$ cat config.mk
export PLATFORM = sky130hd
export DESIGN_NAME = alu_share_arbiter
export DESIGN_NICKNAME = d
export VERILOG_FILES = /design/src/rtl/alu_share_arbiter.sv
export SDC_FILE = /design/constraint.sdc
export NUM_CORES = 1
export LEC_CHECK = 0
export CAP_MARGIN = 20
export CORE_AREA = 2 2 136 138
export CTS_CLUSTER_SIZE = 28
export DETAILED_ROUTE_END_ITERATION = 7
export DIE_AREA = 0 0 138 140
export PLACE_DENSITY = 0.6
export SLEW_MARGIN = 20
export SYNTH_ARGS = -nofsm -noshare
export SYNTH_HDL_FRONTEND = slang
export SYNTH_SLANG_ARGS = --single-unit
$ cat constraint.sdc
create_clock -name clk -period 3.2 [get_ports clk]
set_input_delay 0.48 -clock clk [delete_from_list [all_inputs] [get_ports clk]]
set_output_delay 0.48 -clock clk [all_outputs]
set_load 0.02 [all_outputs]
$ cat src/rtl/alu_share_arbiter.sv
// alu_share_arbiter: round-robin sharing of one ALU among NUM_REQ requesters with a tagged one-entry response register; optional perf counters under ALU_ARB_PERF_EN
module alu_share_arbiter #(
  parameter int NUM_REQ = 3,
  localparam int ID_W = $clog2(NUM_REQ)
) (
  input  logic                  clk,
  input  logic                  rst_n,
  input  logic [NUM_REQ-1:0]    req_valid,
  output logic [NUM_REQ-1:0]    req_ready,
  input  logic [NUM_REQ*32-1:0] req_a,
  input  logic [NUM_REQ*32-1:0] req_b,
  input  logic [NUM_REQ*4-1:0]  req_ctrl,
  output logic [31:0]           alu_a,
  output logic [31:0]           alu_b,
  output logic [3:0]            alu_ctrl,
  input  logic [31:0]           alu_result,
  input  logic                  alu_zero,
  output logic                  rsp_valid,
  input  logic                  rsp_ready,
  output logic [ID_W-1:0]       rsp_id,
  output logic [31:0]           rsp_result,
`ifdef ALU_ARB_PERF_EN
  output logic [NUM_REQ*16-1:0] perf_grant_cnt,
  output logic [15:0]           perf_stall_cnt,
`endif
  output logic                  rsp_zero
);
  localparam logic [0:0] S_EMPTY = 1'b0;
  localparam logic [0:0] S_FULL  = 1'b1;
  logic            rsp_valid_q, rsp_valid_d;
  logic [ID_W-1:0] rsp_id_q, rsp_id_d;
  logic [31:0]     rsp_result_q, rsp_result_d;
  logic            rsp_zero_q, rsp_zero_d;
  logic [ID_W-1:0] rr_ptr_q, rr_ptr_d;
  logic            can_issue, gnt;
  logic [ID_W-1:0] gnt_idx, cand;
  assign can_issue = !rsp_valid_q || rsp_ready;
  // Round-robin search starting just after the last granted requester
  always_comb begin
    gnt = 1'b0;
    gnt_idx = '0;
    cand = '0;
    for (int k = 1; k <= NUM_REQ; k++) begin
      cand = ID_W'((int'(rr_ptr_q) + k) % NUM_REQ);
      if (!gnt && req_valid[cand]) begin
        gnt = 1'b1;
        gnt_idx = cand;
      end
    end
    gnt = gnt && can_issue;
  end
  // Grant fan-out to requesters and ALU operand mux
  always_comb begin
    req_ready = gnt ? NUM_REQ'(1) << gnt_idx : '0;
    alu_a = gnt ? req_a[32*gnt_idx +: 32] : '0;
    alu_b = gnt ? req_b[32*gnt_idx +: 32] : '0;
    alu_ctrl = gnt ? req_ctrl[4*gnt_idx +: 4] : 4'b0000;
  end
  // Response register next state; a stalled full register blocks grants so it simply holds
  always_comb begin
    rsp_valid_d = gnt ? S_FULL : (rsp_ready ? S_EMPTY : rsp_valid_q);
    rsp_id_d = gnt ? gnt_idx : rsp_id_q;
    rsp_result_d = gnt ? alu_result : rsp_result_q;
    rsp_zero_d = gnt ? alu_zero : rsp_zero_q;
    rr_ptr_d = gnt ? gnt_idx : rr_ptr_q;
  end
  // Response and priority state; reset hands first priority to requester 0
  always_ff @(posedge clk or negedge rst_n) begin
    if (!rst_n) begin
      rsp_valid_q <= S_EMPTY;
      rsp_id_q <= '0;
      rsp_result_q <= '0;
      rsp_zero_q <= 1'b0;
      rr_ptr_q <= ID_W'(NUM_REQ - 1);
    end else begin
      rsp_valid_q <= rsp_valid_d;
      rsp_id_q <= rsp_id_d;
      rsp_result_q <= rsp_result_d;
      rsp_zero_q <= rsp_zero_d;
      rr_ptr_q <= rr_ptr_d;
    end
  end
  assign rsp_valid = rsp_valid_q;
  assign rsp_id = rsp_id_q;
  assign rsp_result = rsp_result_q;
  assign rsp_zero = rsp_zero_q;
`ifdef ALU_ARB_PERF_EN
  logic [NUM_REQ*16-1:0] perf_grant_q, perf_grant_d;
  logic [15:0]           perf_stall_q, perf_stall_d;
  // Saturating per-requester grant counters and a stall counter
  always_comb begin
    perf_grant_d = perf_grant_q;
    for (int i = 0; i < NUM_REQ; i++)
      perf_grant_d[16*i +: 16] = (gnt && gnt_idx == ID_W'(i) && perf_grant_q[16*i +: 16] != 16'hFFFF) ? perf_grant_q[16*i +: 16] + 16'd1 : perf_grant_q[16*i +: 16];
    perf_stall_d = (|req_valid && !can_issue && perf_stall_q != 16'hFFFF) ? perf_stall_q + 16'd1 : perf_stall_q;
  end
  // Counter registers
  always_ff @(posedge clk or negedge rst_n) begin
    if (!rst_n) begin
      perf_grant_q <= '0;
      perf_stall_q <= '0;
    end else begin
      perf_grant_q <= perf_grant_d;
      perf_stall_q <= perf_stall_d;
    end
  end
  assign perf_grant_cnt = perf_grant_q;
  assign perf_stall_cnt = perf_stall_q;
`endif
endmodule
==> summary.md <==
| Metric | Value |
|---|---|
| Slew @ Worst Pin | 0.8054 ns |
| Initial antenna violation count | 2 |
| Leading cell type in the layout, fill and taps excluded | clkdlybuf4s50_1 |
| Clock sink count | 37 |
| Area grow syn2layout | 133.9% |
| Status | finished with violations |
| Syn avg cell area | 9.562 um^2 |
| Final nets | 996 |
| Ranking of synthesized cells by area | dfrtp_1, mux2i_1, a211oi_1, mux2_1, nor3_1 |
| Post-DP HPWL | 13720 um |
| Compound-Gate Fraction of Synth Area | 19.25% |
| Avg WL per Cell | 18.23 um |
| Placement Cell Area | 7486 um^2 |
| CTS tree | built |
| Sequential area share after synthesis | 26.71% |
| Worst Setup End Kind | primary output |
| Critical Path Max Stage Delay | 0.56 ns |
| I/O Pins | 350 |
| Clk pin slew, worst setup/hold paths | 0.06 ns |
| Syn Nets | 610 |
| Fmax | 0.3106 GHz |
| Final Hold Slack | 0.2910 ns |
| Fin crit share | 100.6% |
| Max FO, Critical Path | 8 |
| PnR worst setup slack | -0.01995 ns |
| Remaining global-route overflow | 0 |
| Max clock buf depth | 2 |
| Mapped Area | 3471 um^2 |
| Starting density of the core | 19.52% |
| Clk pwr share | 7.1% |
| Cells after Synth | 363 |
| Yosys reg bits | 37 |
| Max_cap viols | 0 |
| Final setup vio count | 15 |
| Filler Cells Inserted | 1688 |
| Die area | 19320 um^2 |
| Worst hold path type | input port to asynchronous set/reset pin |
| Area share of fa/ha/maj cells after synthesis | 1.442% |
| Leak pwr | 3.423 nW |
| Starting DRT DRC Count | 130 |
| Port bufs | 349 |
| Post-synth cell types | 34 |
| Share of the synthesized area in the top cell type | 25.96% |
| H-tree levels | 2 |
| P_sw | 3.611 mW |
| Crit path DAT | 2.74 ns |
| Vias per cell | 4.595 |
| Kind of critical path | register to primary output |
| Sw Ratio | 46.28% |
| Antenna-violating nets left | 0 |
| Core ar. | 17780 um^2 |
| CTS Buf Count | 5 |
| Design Area, Final | 8118 um^2 |
| Simple-gate portion of the synthesized area | 12.73% |
| Die H | 140 um |
| Required time of the critical path | 2.72 ns |
| Synth area leader | dfrtp_1 |
| Relative slew slack | 46.31% |
| Setup crit start kind | register |
| Rows | 49 |
| Via count | 4508 |
| Multiplexer area fraction after synthesis | 31.65% |
| Pwr Density | 961.3 nW/um^2 |
| Cell internal pwr | 4.192 mW |
| Yosys warns | 0 |
| Clk_lat worst skew | 0.28 ns |
| Worst Skew | 0.002429 ns |
| Tmin final | 3.220 ns |
| Maximum number of pins on one net before global-route repair | 38 |
| Largest family of logic cells by synthesized area | multiplexers |
| Drc violations | 0 |
| Max VDD drop | 550.1 uV |
| Hold buffers post-CTS | 0 |
| Crit path cell chain | inv_2, ha_4, mux2_4, buf_6, and2_4, o41ai_4, buf_4, buf_12, buf_8, a211oi_1, buf_2 |
| Vias in the first global route | 4955 |
| Gr usage total | 17.24% |
| RSZ-0062 raised after global routing | yes |
| Drt first pass iters | 4 |
| Power share of the sequential group | 10.7% |
| Slowest cell on the critical path | dfstp_2 |
| CTS root buf | clkbuf_16 |
| XOR/XNOR share of the synthesized area | 0% |
| Commonest non-fill, non-tap cells in the layout | clkdlybuf4s50_1, buf_4, mux2i_1, nor3_1, a211oi_2 |
| Final estimated routing congestion in global placement | 0.9251 |
| Final hold violations | 0 |
| Slew Limit Fails | 0 |
| Share of cells above drive strength 1 | 29.87% |
| Combinational power share | 82.2% |
| Routed wire length | 17890 um |
| Failing checks | setup timing |
| Die width | 138 um |
| First-pass GRT wire length | 27250 um |
[power groups by stage]
stage / Combinational, mW / Clock, mW / Sequential [mW]
after CTS: 5.87 / 0.566 / 0.846
after detailed placement: 5.80 / 0 / 0.840
after global routing: 6.80 / 0.586 / 0.871
final: 6.41 / 0.551 / 0.838
after floorplan: 2.89 / 0 / 1.11
after global placement: 5.74 / 0 / 0.833
[flip-flops by register name, summed over array words and instances, names as in the netlist]
signal,count
rsp_zero,1
rsp_valid,1
rr_ptr_q,1
rsp_result,32
rsp_id,2
[cells in the mapped netlist]
master	instances
nor4_1	1
buf_12	1
dfrtp_1	36
a221oi_1	2
nand3b_1	2
and2_1	1
o41ai_1	1
a31oi_1	1
nand2_1	3
inv_1	5
buf_6	4
o31ai_1	1
o21bai_1	1
nor3b_1	1
clkinv_1	1
dfstp_2	1
nor2_1	2
a22oi_1	1
ha_1	4
buf_4	10
buf_2	14
mux2_1	34
clkbuf_1	14
and3_1	1
nand2b_1	5
o21ai_0	2
a22oi_2	1
o21ai_1	2
a211oi_1	58
a211oi_2	11
nor3_1	70
mux2_4	1
o21a_1	1
mux2i_1	70
[cells by family after synthesis]
kind of cell	count (synthesis)
flops	37
mux	105
simple gates	86
fa+ha+maj	4
compound gates	82
buf+inv	49
[metrics by stage]
stage               setup TNS (ns)  total power [mW]  setup WS, ns  cells  util (%)
finish                     -0.1511             7.803      -0.01995    981     45.66
global route                -4.695             8.261       -0.1186    981     45.66
CTS                        -0.9485             7.286      -0.04893    969     43.19
detailed placement          -59.97             6.641       -0.9485    951     42.10
global placement            -56.64             6.576       -0.9260    951     42.10
floorplan                        0             3.992       0.05871    363         -
[per-layer routing]
metal  vias up  global-route usage (%)  share of wire, %
li1       2172                       -                 -
met5         -                       0                 0
met4         0                   4.834               2.0
met3        20                   3.966               6.2
met1      2117                   19.81                40
met2       199                   31.97                52
[worst paths after layout]
check,from,end,slack [ns],cells after the start
max in group asynchronous,rst_n,rsp_result[18]$_DFFE_PN0P_,2.40,1
setup reg to reg,rr_ptr_q[1]$_DFFE_PN1P_,rsp_result[30]$_DFFE_PN0P_,0.33,11
hold reg to reg,rsp_result[11]$_DFFE_PN0P_,rsp_result[11]$_DFFE_PN0P_,0.48,1
hold / removal,rst_n,rsp_result[29]$_DFFE_PN0P_,0.29,1
setup / recovery,rr_ptr_q[1]$_DFFE_PN1P_,alu_b[14],-0.02,11
min in group clk,rsp_result[11]$_DFFE_PN0P_,rsp_result[11]$_DFFE_PN0P_,0.48,1
[critical path: cells and delay by family (launching register included)]
kind            cells  cell delay [ns]
buf+inv             6             0.84
simple gates        1             0.16
compound gates      2             0.41
fa+ha+maj           1             0.16
mux                 1             0.32
flops               1             0.56
[timing repair]
action                                  4_1_cts  5_1_grt
setup buffers                                 9        8
gates cloned                                  1        2
pin swaps                                    34       27
resized for setup                           401       86
endpoints found under the setup margin       71       70
[final cells by class]
| class | instances | area (um^2) | area share (%) |
|---|---|---|---|
| Sequential cell | 37 | 927.1 | 11.42 |
| Clock buffer | 6 | 128.9 | 1.588 |
| Antenna cell | 2 | 5.005 | 0.06165 |
| Multi-Input combinational cell | 277 | 2613 | 32.18 |
| Inverter | 6 | 22.52 | 0.2774 |
| Clock inverter | 2 | 38.79 | 0.4778 |
| Timing Repair Buffer | 422 | 4096 | 50.46 |
| Tap cell | 229 | 286.5 | 3.530 |
No activity file was read; power rests on OpenSTA's default activity.
